==> src/rtl/coin_payout_pkg.sv <==
// Shared types and default sizing for the coin-return hopper sequencer.
// Imported by the controller, its timer and its interface.
package coin_payout_pkg;

    localparam int AMT_W_DEF       = 4;
    localparam int PULSE_CYC_DEF   = 4;
    localparam int TIMEOUT_CYC_DEF = 16;
    localparam int MAX_RETRY_DEF   = 2;

    typedef enum logic [2:0] {
        IDLE  = 3'd0,
        DRIVE = 3'd1,
        WAIT  = 3'd2,
        DONE  = 3'd3,
        FAULT = 3'd4
    } state_e;

    // Counter width that can hold 0 .. n-1, never narrower than one bit.
    function automatic int cnt_w(input int n);
        return (n > 1) ? $clog2(n) : 1;
    endfunction

endpackage

==> src/rtl/coin_payout_if.sv <==
// Request, hopper and status signals between the vend FSM and the
// payout controller; the controller takes the slave side.
interface coin_payout_if #(
    parameter int AMT_W = 4
);
    logic             req_valid;
    logic [AMT_W-1:0] req_amt;
    logic             req_ready;
    logic             coin_seen;
    logic             hop_empty;
    logic             fault_clr;
    logic             hop_drive;
    logic             busy;
    logic             done;
    logic             fault;
    logic [AMT_W-1:0] paid_cnt;

    modport master (
        output req_valid, req_amt, coin_seen, hop_empty, fault_clr,
        input  req_ready, hop_drive, busy, done, fault, paid_cnt
    );

    modport slave (
        input  req_valid, req_amt, coin_seen, hop_empty, fault_clr,
        output req_ready, hop_drive, busy, done, fault, paid_cnt
    );
endinterface

==> src/rtl/coin_payout_timer.sv <==
// Up-counter with synchronous clear and a terminal-count flag that is
// high in the TERM-th counted cycle (count value TERM-1).
module payout_timer
    import coin_payout_pkg::*;
#(
    parameter int TERM = 4
) (
    input  logic clk,
    input  logic rst,
    input  logic clr,
    input  logic en,
    output logic tc
);
    localparam int W = cnt_w(TERM);

    logic [W-1:0] cnt_q, cnt_d;

    // Next count: clear wins over enable.
    always_comb begin
        cnt_d = cnt_q;
        if (clr) begin
            cnt_d = '0;
        end else if (en) begin
            cnt_d = cnt_q + W'(1);
        end
    end

    // Count register.
    always_ff @(posedge clk) begin
        if (rst) begin
            cnt_q <= '0;
        end else begin
            cnt_q <= cnt_d;
        end
    end

    assign tc = (cnt_q == W'(TERM - 1));
endmodule

==> src/rtl/coin_payout_ctrl.sv <==
// Coin-return hopper sequencer: pulses the motor one coin at a time,
// confirms each coin, retries on a miss, faults on jam or empty hopper.
module coin_payout_ctrl
    import coin_payout_pkg::*;
#(
    parameter int AMT_W       = AMT_W_DEF,
    parameter int PULSE_CYC   = PULSE_CYC_DEF,
    parameter int TIMEOUT_CYC = TIMEOUT_CYC_DEF,
    parameter int MAX_RETRY   = MAX_RETRY_DEF
) (
    input  logic         clk,
    input  logic         rst,
    coin_payout_if.slave bus
);
    localparam int RW = cnt_w(MAX_RETRY);

    state_e           state_q, state_d;
    logic [AMT_W-1:0] rem_q, rem_d;
    logic [AMT_W-1:0] paid_q, paid_d;
    logic [RW-1:0]    retry_q, retry_d;

    logic hop_drive_q, hop_drive_d;
    logic busy_q, busy_d;
    logic done_q, done_d;
    logic fault_q, fault_d;
    logic ready_q, ready_d;

    logic accept;
    logic coin_ev;
    logic pulse_tc, pulse_stay;
    logic wait_tc, wait_stay;

    assign accept  = bus.req_valid && (state_q == IDLE);
    assign coin_ev = bus.coin_seen
                     && ((state_q == DRIVE) || (state_q == WAIT));

    // Next state and counters; a coin is always accounted before an
    // empty hopper is allowed to fault the refund.
    always_comb begin
        state_d = state_q;
        rem_d   = rem_q;
        paid_d  = paid_q;
        retry_d = retry_q;
        unique case (state_q)
            IDLE: begin
                if (accept) begin
                    rem_d   = bus.req_amt;
                    paid_d  = '0;
                    retry_d = '0;
                    if (bus.req_amt == '0) begin
                        state_d = DONE;
                    end else begin
                        state_d = DRIVE;
                    end
                end
            end
            DRIVE, WAIT: begin
                if (coin_ev) begin
                    rem_d   = rem_q - AMT_W'(1);
                    paid_d  = paid_q + AMT_W'(1);
                    retry_d = '0;
                    if (rem_q == AMT_W'(1)) begin
                        state_d = DONE;
                    end else if (bus.hop_empty) begin
                        state_d = FAULT;
                    end else begin
                        state_d = DRIVE;
                    end
                end else if (bus.hop_empty) begin
                    state_d = FAULT;
                end else if ((state_q == DRIVE) && pulse_tc) begin
                    state_d = WAIT;
                end else if ((state_q == WAIT) && wait_tc) begin
                    if (retry_q == RW'(MAX_RETRY - 1)) begin
                        state_d = FAULT;
                    end else begin
                        retry_d = retry_q + RW'(1);
                        state_d = DRIVE;
                    end
                end
            end
            DONE: begin
                state_d = IDLE;
            end
            FAULT: begin
                if (bus.fault_clr) begin
                    state_d = IDLE;
                end
            end
            default: begin
                state_d = IDLE;
            end
        endcase
    end

    // Timers run only while the same pulse or wait window continues;
    // any exit or fresh pulse restarts them from zero.
    assign pulse_stay = (state_q == DRIVE) && (state_d == DRIVE)
                        && !coin_ev;
    assign wait_stay  = (state_q == WAIT) && (state_d == WAIT);

    payout_timer #(
        .TERM (PULSE_CYC)
    ) u_pulse (
        .clk (clk),
        .rst (rst),
        .clr (!pulse_stay),
        .en  (pulse_stay),
        .tc  (pulse_tc)
    );

    payout_timer #(
        .TERM (TIMEOUT_CYC)
    ) u_wait (
        .clk (clk),
        .rst (rst),
        .clr (!wait_stay),
        .en  (wait_stay),
        .tc  (wait_tc)
    );

    // Outputs decoded from the next state so they leave a register.
    always_comb begin
        hop_drive_d = (state_d == DRIVE);
        busy_d      = (state_d == DRIVE) || (state_d == WAIT);
        done_d      = (state_d == DONE);
        fault_d     = (state_d == FAULT);
        ready_d     = (state_d == IDLE);
    end

    // State, counter and output registers.
    always_ff @(posedge clk) begin
        if (rst) begin
            state_q     <= IDLE;
            rem_q       <= '0;
            paid_q      <= '0;
            retry_q     <= '0;
            hop_drive_q <= 1'b0;
            busy_q      <= 1'b0;
            done_q      <= 1'b0;
            fault_q     <= 1'b0;
            ready_q     <= 1'b1;
        end else begin
            state_q     <= state_d;
            rem_q       <= rem_d;
            paid_q      <= paid_d;
            retry_q     <= retry_d;
            hop_drive_q <= hop_drive_d;
            busy_q      <= busy_d;
            done_q      <= done_d;
            fault_q     <= fault_d;
            ready_q     <= ready_d;
        end
    end

    assign bus.req_ready = ready_q;
    assign bus.hop_drive = hop_drive_q;
    assign bus.busy      = busy_q;
    assign bus.done      = done_q;
    assign bus.fault     = fault_q;
    assign bus.paid_cnt  = paid_q;
endmodule

==> src/flat_wrapper.sv <==
// flat-port wrapper written by rule: the top's interface ports become plain ports
module coin_payout_ctrl_flat import coin_payout_pkg::*;
#(
    parameter int AMT_W       = AMT_W_DEF,
    parameter int PULSE_CYC   = PULSE_CYC_DEF,
    parameter int TIMEOUT_CYC = TIMEOUT_CYC_DEF,
    parameter int MAX_RETRY   = MAX_RETRY_DEF
)
  (clk, rst, bus_req_valid, bus_req_amt, bus_coin_seen, bus_hop_empty, bus_fault_clr, bus_req_ready, bus_hop_drive, bus_busy, bus_done, bus_fault, bus_paid_cnt);
  coin_payout_if #(.AMT_W(AMT_W)) bus_i ();
  input  logic clk;
  input  logic rst;
  input wire logic [$bits(bus_i.req_valid)-1:0] bus_req_valid;
  input wire logic [$bits(bus_i.req_amt)-1:0] bus_req_amt;
  input wire logic [$bits(bus_i.coin_seen)-1:0] bus_coin_seen;
  input wire logic [$bits(bus_i.hop_empty)-1:0] bus_hop_empty;
  input wire logic [$bits(bus_i.fault_clr)-1:0] bus_fault_clr;
  output wire logic [$bits(bus_i.req_ready)-1:0] bus_req_ready;
  output wire logic [$bits(bus_i.hop_drive)-1:0] bus_hop_drive;
  output wire logic [$bits(bus_i.busy)-1:0] bus_busy;
  output wire logic [$bits(bus_i.done)-1:0] bus_done;
  output wire logic [$bits(bus_i.fault)-1:0] bus_fault;
  output wire logic [$bits(bus_i.paid_cnt)-1:0] bus_paid_cnt;
  assign bus_i.req_valid = bus_req_valid;
  assign bus_i.req_amt = bus_req_amt;
  assign bus_i.coin_seen = bus_coin_seen;
  assign bus_i.hop_empty = bus_hop_empty;
  assign bus_i.fault_clr = bus_fault_clr;
  assign bus_req_ready = bus_i.req_ready;
  assign bus_hop_drive = bus_i.hop_drive;
  assign bus_busy = bus_i.busy;
  assign bus_done = bus_i.done;
  assign bus_fault = bus_i.fault;
  assign bus_paid_cnt = bus_i.paid_cnt;
  coin_payout_ctrl #(.AMT_W(AMT_W), .PULSE_CYC(PULSE_CYC), .TIMEOUT_CYC(TIMEOUT_CYC), .MAX_RETRY(MAX_RETRY)) u_core (.clk(clk), .rst(rst), .bus(bus_i));
endmodule
==> config.mk <==
export PLATFORM = sky130hd
export DESIGN_NAME = coin_payout_ctrl_flat
export DESIGN_NICKNAME = d
export VERILOG_FILES = /design/src/rtl/coin_payout_pkg.sv /design/src/rtl/coin_payout_if.sv /design/src/rtl/coin_payout_timer.sv /design/src/rtl/coin_payout_ctrl.sv /design/src/flat_wrapper.sv
export SDC_FILE = /design/constraint.sdc
export NUM_CORES = 1
export LEC_CHECK = 0
export ABC_AREA = 1
export CAP_MARGIN = 20
export CORE_MARGIN = 8
export CORE_UTILIZATION = 55
export DETAILED_ROUTE_END_ITERATION = 7
export MAX_ROUTING_LAYER = met4
export PLACE_DENSITY = 0.89
export SYNTH_ARGS = -nofsm -noshare
export SYNTH_HDL_FRONTEND = slang
export SYNTH_SLANG_ARGS = --single-unit
==> constraint.sdc <==
create_clock -name clk -period 3.3 [get_ports clk]
set_input_delay 0.495 -clock clk [delete_from_list [all_inputs] [get_ports clk]]
set_output_delay 0.495 -clock clk [all_outputs]
set_load 0.005 [all_outputs]
# ---- Yosys cells after proc, flatten, opt, wreduce, memory -nomap -nowiden
# Index checks and enable logic that the tools add are counted.
dict set report totals {
  register_bits 23
  input_bits 10
  out_inout_bits 9
  word_cells 76
}
dict set report op_classes {
  n_addsub 5
  eq_ne 15
  n_mux 24
  bitwise_logic 2
  n_reduce_logical 19
}
# op count
set ops {}
lappend ops {{3-bit two-way mux} 9}
lappend ops {{4-bit two-way mux} 4}
lappend ops {{4-bit case mux with 2 select lines} 2}
lappend ops {{3-bit by 2-bit equality test with 1-bit output, second input constant} 3}
lappend ops {{3-bit case mux with 3 select lines} 1}
lappend ops {{4-bit by 1-bit adder with 4-bit output, second input constant} 2}
lappend ops {{1-bit logical AND} 7}
lappend ops {{3-bit by 1-bit equality test with 1-bit output, second input constant} 2}
lappend ops {{3-bit equality test, second input constant} 2}
lappend ops {{3-bit zero test} 2}
lappend ops {{1-bit two-way mux} 6}
lappend ops {{3-bit by 2-bit != test with 1-bit output, second input constant} 2}
lappend ops {{2-bit OR reduction} 3}
lappend ops {{5-bit AND reduction} 1}
lappend ops {{4-bit by 1-bit equality test with 1-bit output, second input constant} 1}
lappend ops {{4-bit equality test, second input constant} 1}
lappend ops {{4-bit zero test} 1}
lappend ops {{2-bit by 1-bit != test with 1-bit output, second input constant} 2}
lappend ops {{4-bit by 1-bit subtractor with 4-bit output, second input constant} 1}
lappend ops {{3-bit by 1-bit != test with 1-bit output, second input constant} 1}
lappend ops {{3-bit AND reduction} 1}
lappend ops {{2-bit by 1-bit adder with 2-bit output, second input constant} 1}
lappend ops {{2-bit equality test, second input constant} 1}
lappend ops {{1-bit logical OR} 2}
lappend ops {{other kinds (6)} 7}

# ---- Logic depth before layout (Yosys ltp)
dict set report logic_depth {
  depth_word 12
  depth_mapped 11
}

# ---- By module
# Synthesis repeated with hierarchy kept, for this count alone.
dict set report hier_totals {
  hier_cells 179
  hier_area_um2 1224.9
}
# mod instances cells_per_inst area_each_um2 seq_area_each_um2
set modules_own_cells {}
lappend modules_own_cells {coin_payout_ctrl 1 143 957.2 340.3}
lappend modules_own_cells {{payout_timer at u_core.u_wait} 1 23 172.7 80.1}
lappend modules_own_cells {{payout_timer at u_core.u_pulse} 1 13 95.1 40.0}

# ---- Least setup slack after synthesis
# No wires, ideal clock.
dict set report synth_path {
  path_type {register to register}
  from {register u_core.u_wait.cnt_q[0]}
  to {register u_core.u_pulse.cnt_q[0]}
  arrival_time_ns 1.209
  t_required_ns 3.235
  slack_ns 2.026
  stages_incl_launch_ff 8
  n_path_buf 0
  period_less_slack_ns 1.274
  cell_sequence {dfxtp_1 -> ha_1 -> nand3_1 -> o21ai_0 -> nand2_1 -> a21oi_1 -> nand4_1 -> nor2_1}
}
dict set report synth_between {
  elab_chain_len 12
}
# item line_no
set synth_lines {}
lappend synth_lines {{start: declaration} coin_payout_timer.sv:16} ;# logic [W-1:0] cnt_q, cnt_d;
lappend synth_lines {{start signal: assignment} coin_payout_timer.sv:33} ;# cnt_q <= cnt_d;
lappend synth_lines {{4-bit equality test} coin_payout_timer.sv:37} ;# assign tc = (cnt_q == W'(TERM - 1));
lappend synth_lines {{1-bit logical AND} coin_payout_ctrl.sv:73} ;# end else if ((state_q == WAIT) && wait_tc) begin
lappend synth_lines {{3-bit two-way mux} coin_payout_ctrl.sv:73}
lappend synth_lines {{3-bit two-way mux} coin_payout_ctrl.sv:71} ;# end else if ((state_q == DRIVE) && pulse_tc) begin
lappend synth_lines {{3-bit two-way mux} coin_payout_ctrl.sv:69} ;# end else if (bus.hop_empty) begin
lappend synth_lines {{3-bit two-way mux} coin_payout_ctrl.sv:58} ;# if (coin_ev) begin
lappend synth_lines {{3-bit case mux with 3 select lines} coin_payout_ctrl.sv:44} ;# unique case (state_q)
lappend synth_lines {{3-bit by 1-bit equality test with 1-bit output} coin_payout_ctrl.sv:98} ;# assign pulse_stay = (state_q == DRIVE) && (state_d == DRIVE)
lappend synth_lines {{1-bit logical AND} coin_payout_ctrl.sv:98}
lappend synth_lines {{1-bit logical AND} coin_payout_ctrl.sv:99} ;# && !coin_ev;
lappend synth_lines {{1-bit inverter (no source line)} --}
lappend synth_lines {{2-bit OR reduction (no source line)} --}
lappend synth_lines {{end signal: assignment} coin_payout_timer.sv:33}
lappend synth_lines {{end: declaration} coin_payout_timer.sv:16}
# Every way passes these cells.
# A chain may end at the register's enable or synchronous reset.

# ---- Worst setup path in the final report
dict set report layout_path {
  from {register u_core.paid_q[0], in the netlist u_core.bus.paid_cnt[0]}
  to {output bus_paid_cnt[0]}
}
# item line_no
set layout_lines {}
lappend layout_lines {{start: declaration} coin_payout_ctrl.sv:19} ;# logic [AMT_W-1:0] paid_q, paid_d;
lappend layout_lines {{start signal: assignment} coin_payout_ctrl.sv:146} ;# paid_q <= paid_d;
lappend layout_lines {{end: declaration} flat_wrapper.sv:23} ;# output wire logic [$bits(bus_i.paid_cnt)-1:0] bus_paid_cnt;
# No word-level cell between the ends.

==> results summary <==
The simple-gate area share of the yosys netlist came out at 0.3389. The worst setup path is captured at an output port. The flop-to-flop setup slack came out at 1810 ps. The post-DP HPWL came out at 2058 um.

The die outline area is 0.003905 sq mm. The maximum frequency from static timing analysis came out at 0.5676 GHz. STA classifies the critical path startpoint as a flop. The depth of the worst register-to-register path came out at 9. The path category of the worst min-delay check is flop to flop. Buffers placed on the I/O ports in this run total 18. The number of unique standard cell types used by synthesis came out at 26. The fill cell instance count of the final layout is 174. The delay of the slowest cell on the worst path is 530 ps. The clock sink count is 23. The synthesized area divided by synthesized cell count came out at 7.571 sq um. The net count after synthesis is 172.

The netlist area before placement came out at 0.001189 sq mm. The total I/O pin count is 19. The transition time of the tightest slew-check pin came out at 377.0 ps. The required time of the worst setup path came out at 2800 ps. The worst register-to-register path ends at u_core.rem_q[2]$_SDFFE_PP0P_. Measured along the x axis, the die boundary spans 62.49 um.

Power spread over the standard cell area amounts to 402.4 mW/mm^2. The first detailed-routing pass ran for 4 iterations. The count of mapped cells out of synthesis is 157. Gates resized during post-CTS repair numbered 0. The total of warnings raised by yosys is 0. Of the total synthesized cell area, the portion taken by XOR and XNOR cells is 0.01474.

The maximum buffer depth of the clock tree is 2. The post-CTS setup buffer count is 0. The share of the synthesized area in compound gates (AO/OA/AOI/OAI) came out at 0.1200.

The number of buffers inserted by hold repair at cts is 0. The initial antenna violation count is 0. Routability-driven placement finished with a final weighted congestion of 0.9028. The worst setup slack before clock tree synthesis is 1480 ps.

In this run, synthesis inferred 0 flip-flops with an integrated enable. The number of maximum-capacitance violations is 0. The launching element of the worst setup path is u_core.bus.paid_cnt[0]$_SDFFE_PP0P_. The design area came out at 0.001426 sq mm. After synthesis, the largest family of logic cells by area is simple AND/OR/NAND/NOR gates. The commonest register cell after synthesis is sky130_fd_sc_hd__dfxtp_1.

After synthesis the netlist holds a flip-flop and latch count of 23. The remaining antenna violation count after routing came out at 0. The worst path meets setup with 1538 ps of slack.

The adder-cell area share of the yosys netlist is 0.05263. The number of buffers inserted during clock tree synthesis is 3. In the routed layout, each cell is associated on average with a via count of 5.218. The placeable core region is 0.002127 sq mm.

The async set-or-reset flop fraction in the synthesized netlist is 0. The placed instances occupy a cell area of 0.001399 sq mm. The slowest cell on the critical path is sky130_fd_sc_hd__clkdlybuf4s50_1.

The tree is rooted in a sky130_fd_sc_hd__clkbuf_4. In this run the worst path has a maximum fanout of 5. The number of buffer and inverter stages on the critical path is 1. Walking the worst path, the cells encountered are clkdlybuf4s50_1.

IR analysis of the VDD net gives a maximum drop of 0.0003431 V. The number of endpoints failing setup at the final stage is 0. The synthesis-to-finish area growth came out at 20.00%. Setup repair after global routing left no endpoint under its margin. The clock latency on the worst-skew pair came out at 320 ps. The total wire length is 2541 um.

The global-route usage over all layers is 0.1419. Measured against its own limit, the worst slew margin works out to 0.7484. The first global-routing pass estimated 4478 um of wire.

The setup TNS after final layout is 0 ps. The die boundary height came out at 62.49 um. The area of all sequential standard cells came out at 460.4 sq um. The data arrival time at the worst-slack endpoint is 1270 ps. The post-layout total power came out at 0.0005740 W. In this run the number of cells on the critical path is 1. In the final routed layout, each cell accounts on average for 12.33 um. The total leakage power came out at 0.6443 nW. The number of global-route vias before repair came out at 1026. The number of max-slew violations in the final report came out at 0. The total overflow left after global routing is 0.

The ratio of final minimum period to clock period is 0.5339. The final critical delay including setup and external delays came out at 1762 ps. The detailed router placed 1075 vias in this run. The critical path is of the flop to output port type. The worst register-to-register path begins at u_core.state_q[1]$_SDFF_PP0_. For this configuration, the core starts out at a cell density of 0.5588.

The floorplan has 17 rows. The pin count of the biggest net entering global routing came out at 14. The worst clock skew on the final layout came out at 3.479 ps.

Grouping stages by cell kind, the critical path spends the most delay in buffers and inverters. The share of the Yosys chip area taken by registers is 0.3874. The total count of hold-check failures in the final report came out at 0. The DRC violations left came out at 0. The area of the multi-input gates came out at 625.6 sq um. The number of antenna repair diodes is 0. The ratio of cells with drive above 1 in the final layout came out at 0.1461. The number of nets in the layout came out at 194. The number of H-tree branching levels is 1. The clock slew seen by the registers of the worst setup and hold paths is 130 ps. The flow ran to the end, and the final reports show no timing, DRC or antenna violations. The first routing iteration left 45 violations. TritonCTS built the clock tree.

The mux cell area share after synthesis came out at 0. Following the worst setup path forward leads to its endpoint at bus_paid_cnt[0].
[layout by cell type (no fill, tap or decap)]
cell type	n
sky130_fd_sc_hd__inv_1	21
sky130_fd_sc_hd__o21ai_0	12
sky130_fd_sc_hd__nor3b_1	1
sky130_fd_sc_hd__nor4_1	1
sky130_fd_sc_hd__nor3_1	1
sky130_fd_sc_hd__o21ai_2	2
sky130_fd_sc_hd__dfxtp_1	23
sky130_fd_sc_hd__nand2_1	24
sky130_fd_sc_hd__a21oi_1	6
sky130_fd_sc_hd__clkbuf_4	3
sky130_fd_sc_hd__inv_2	5
sky130_fd_sc_hd__nor2_4	2
sky130_fd_sc_hd__nor2_1	24
sky130_fd_sc_hd__o22ai_1	1
sky130_fd_sc_hd__a31o_2	1
sky130_fd_sc_hd__nand3_2	4
sky130_fd_sc_hd__nand2_8	1
sky130_fd_sc_hd__clkdlybuf4s50_1	18
sky130_fd_sc_hd__nand4_1	2
sky130_fd_sc_hd__a22oi_1	1
sky130_fd_sc_hd__nand2_4	3
sky130_fd_sc_hd__ha_1	5
sky130_fd_sc_hd__nand3_1	10
sky130_fd_sc_hd__nand2_2	2
sky130_fd_sc_hd__nor3b_2	1
sky130_fd_sc_hd__a31oi_2	1
sky130_fd_sc_hd__clkinv_2	1
sky130_fd_sc_hd__xor2_1	2
[synth_stat cells, types with 2 or more instances]
master	count	area share
sky130_fd_sc_hd__nand2_1	24	0.076
sky130_fd_sc_hd__nand4_1	2	0.011
sky130_fd_sc_hd__nand2_2	2	0.011
sky130_fd_sc_hd__inv_2	5	0.016
sky130_fd_sc_hd__nor2_4	2	0.019
sky130_fd_sc_hd__inv_1	21	0.066
sky130_fd_sc_hd__xor2_1	2	0.015
sky130_fd_sc_hd__dfxtp_1	23	0.39
sky130_fd_sc_hd__nand2_4	3	0.028
sky130_fd_sc_hd__o21ai_2	2	0.015
sky130_fd_sc_hd__ha_1	5	0.053
sky130_fd_sc_hd__nor2_1	24	0.076
sky130_fd_sc_hd__o21ai_0	12	0.051
sky130_fd_sc_hd__nand3_1	10	0.042
sky130_fd_sc_hd__nand3_2	4	0.034
sky130_fd_sc_hd__a21oi_1	6	0.025
[power breakdown]
| part | internal (W) | total (W) | switching (W) |
|---|---|---|---|
| logic | 0.0000542 | 0.000136 | 0.0000819 |
| clock network | 0.0000454 | 0.000133 | 0.0000875 |
| registers | 0.000295 | 0.000305 | 0.00000989 |
| total | 0.000395 | 0.000574 | 0.000179 |
[stage by stage]
stage          cells  utilization  hold slack, ps
4_1_cts          206       0.6706           431.0
5_1_grt          206       0.6706           457.2
3_5_place_dp     202       0.6576           412.8
2_1_floorplan    157            -           398.5
6_report         206       0.6706           428.3
3_3_place_gp     202       0.6576           408.2
[worst min-delay path by stage]
stage                                                   from                                 end  slack [ps]  depth (start not counted)
after detailed placement  u_core.u_pulse.cnt_q[0]$_SDFF_PP0_  u_core.u_pulse.cnt_q[0]$_SDFF_PP0_         410                          1
final                     u_core.u_pulse.cnt_q[0]$_SDFF_PP0_  u_core.u_pulse.cnt_q[0]$_SDFF_PP0_         430                          1
after CTS                 u_core.u_pulse.cnt_q[0]$_SDFF_PP0_  u_core.u_pulse.cnt_q[0]$_SDFF_PP0_         430                          1
after global routing      u_core.u_pulse.cnt_q[0]$_SDFF_PP0_  u_core.u_pulse.cnt_q[0]$_SDFF_PP0_         460                          1
after global placement    u_core.u_pulse.cnt_q[0]$_SDFF_PP0_  u_core.u_pulse.cnt_q[0]$_SDFF_PP0_         410                          1
after floorplan           u_core.u_pulse.cnt_q[0]$_SDFF_PP0_  u_core.u_pulse.cnt_q[0]$_SDFF_PP0_         400                          1
[per-layer routing]
layer  routed length (um)  GRT usage
met4                   51    0.07977
met3                   97    0.03226
met5                    0          -
met1                 1047     0.1488
met2                 1345     0.2406
[state kept, by name, summed over array words and instances, names as in the netlist]
| register | flops |
|---|---|
| u_core.bus.hop_drive | 1 |
| u_core.state_q | 3 |
| u_core.u_wait.cnt_q | 4 |
| u_core.retry_q | 1 |
| u_core.bus.fault | 1 |
| u_core.rem_q | 4 |
| u_core.u_pulse.cnt_q | 2 |
| u_core.bus.req_ready | 1 |
| u_core.bus.paid_cnt | 4 |
| u_core.bus.done | 1 |
| u_core.bus.busy | 1 |
[cells by family (layout without fill, tap and decap cells)]
| kind of cell | count (synthesis) | after routing |
|---|---|---|
| adders and majority gates | 5 | 5 |
| buffers and inverters | 27 | 48 |
| and+or+nand+nor | 76 | 76 |
| AOI/OAI and AO/OA | 24 | 24 |
| xor gates and xnor gates | 2 | 2 |
| DFF | 23 | 23 |
[final cells by class]
type,count,share of cell area
multi-input cells,107,0.4386
flip-flops and latches,23,0.3228
repair buffers,18,0.1263
inverters,26,0.06842
well taps,28,0.02456
clock buffers,3,0.01579
clock inverters,1,0.003509
No activity file was read; power rests on OpenSTA's default activity.
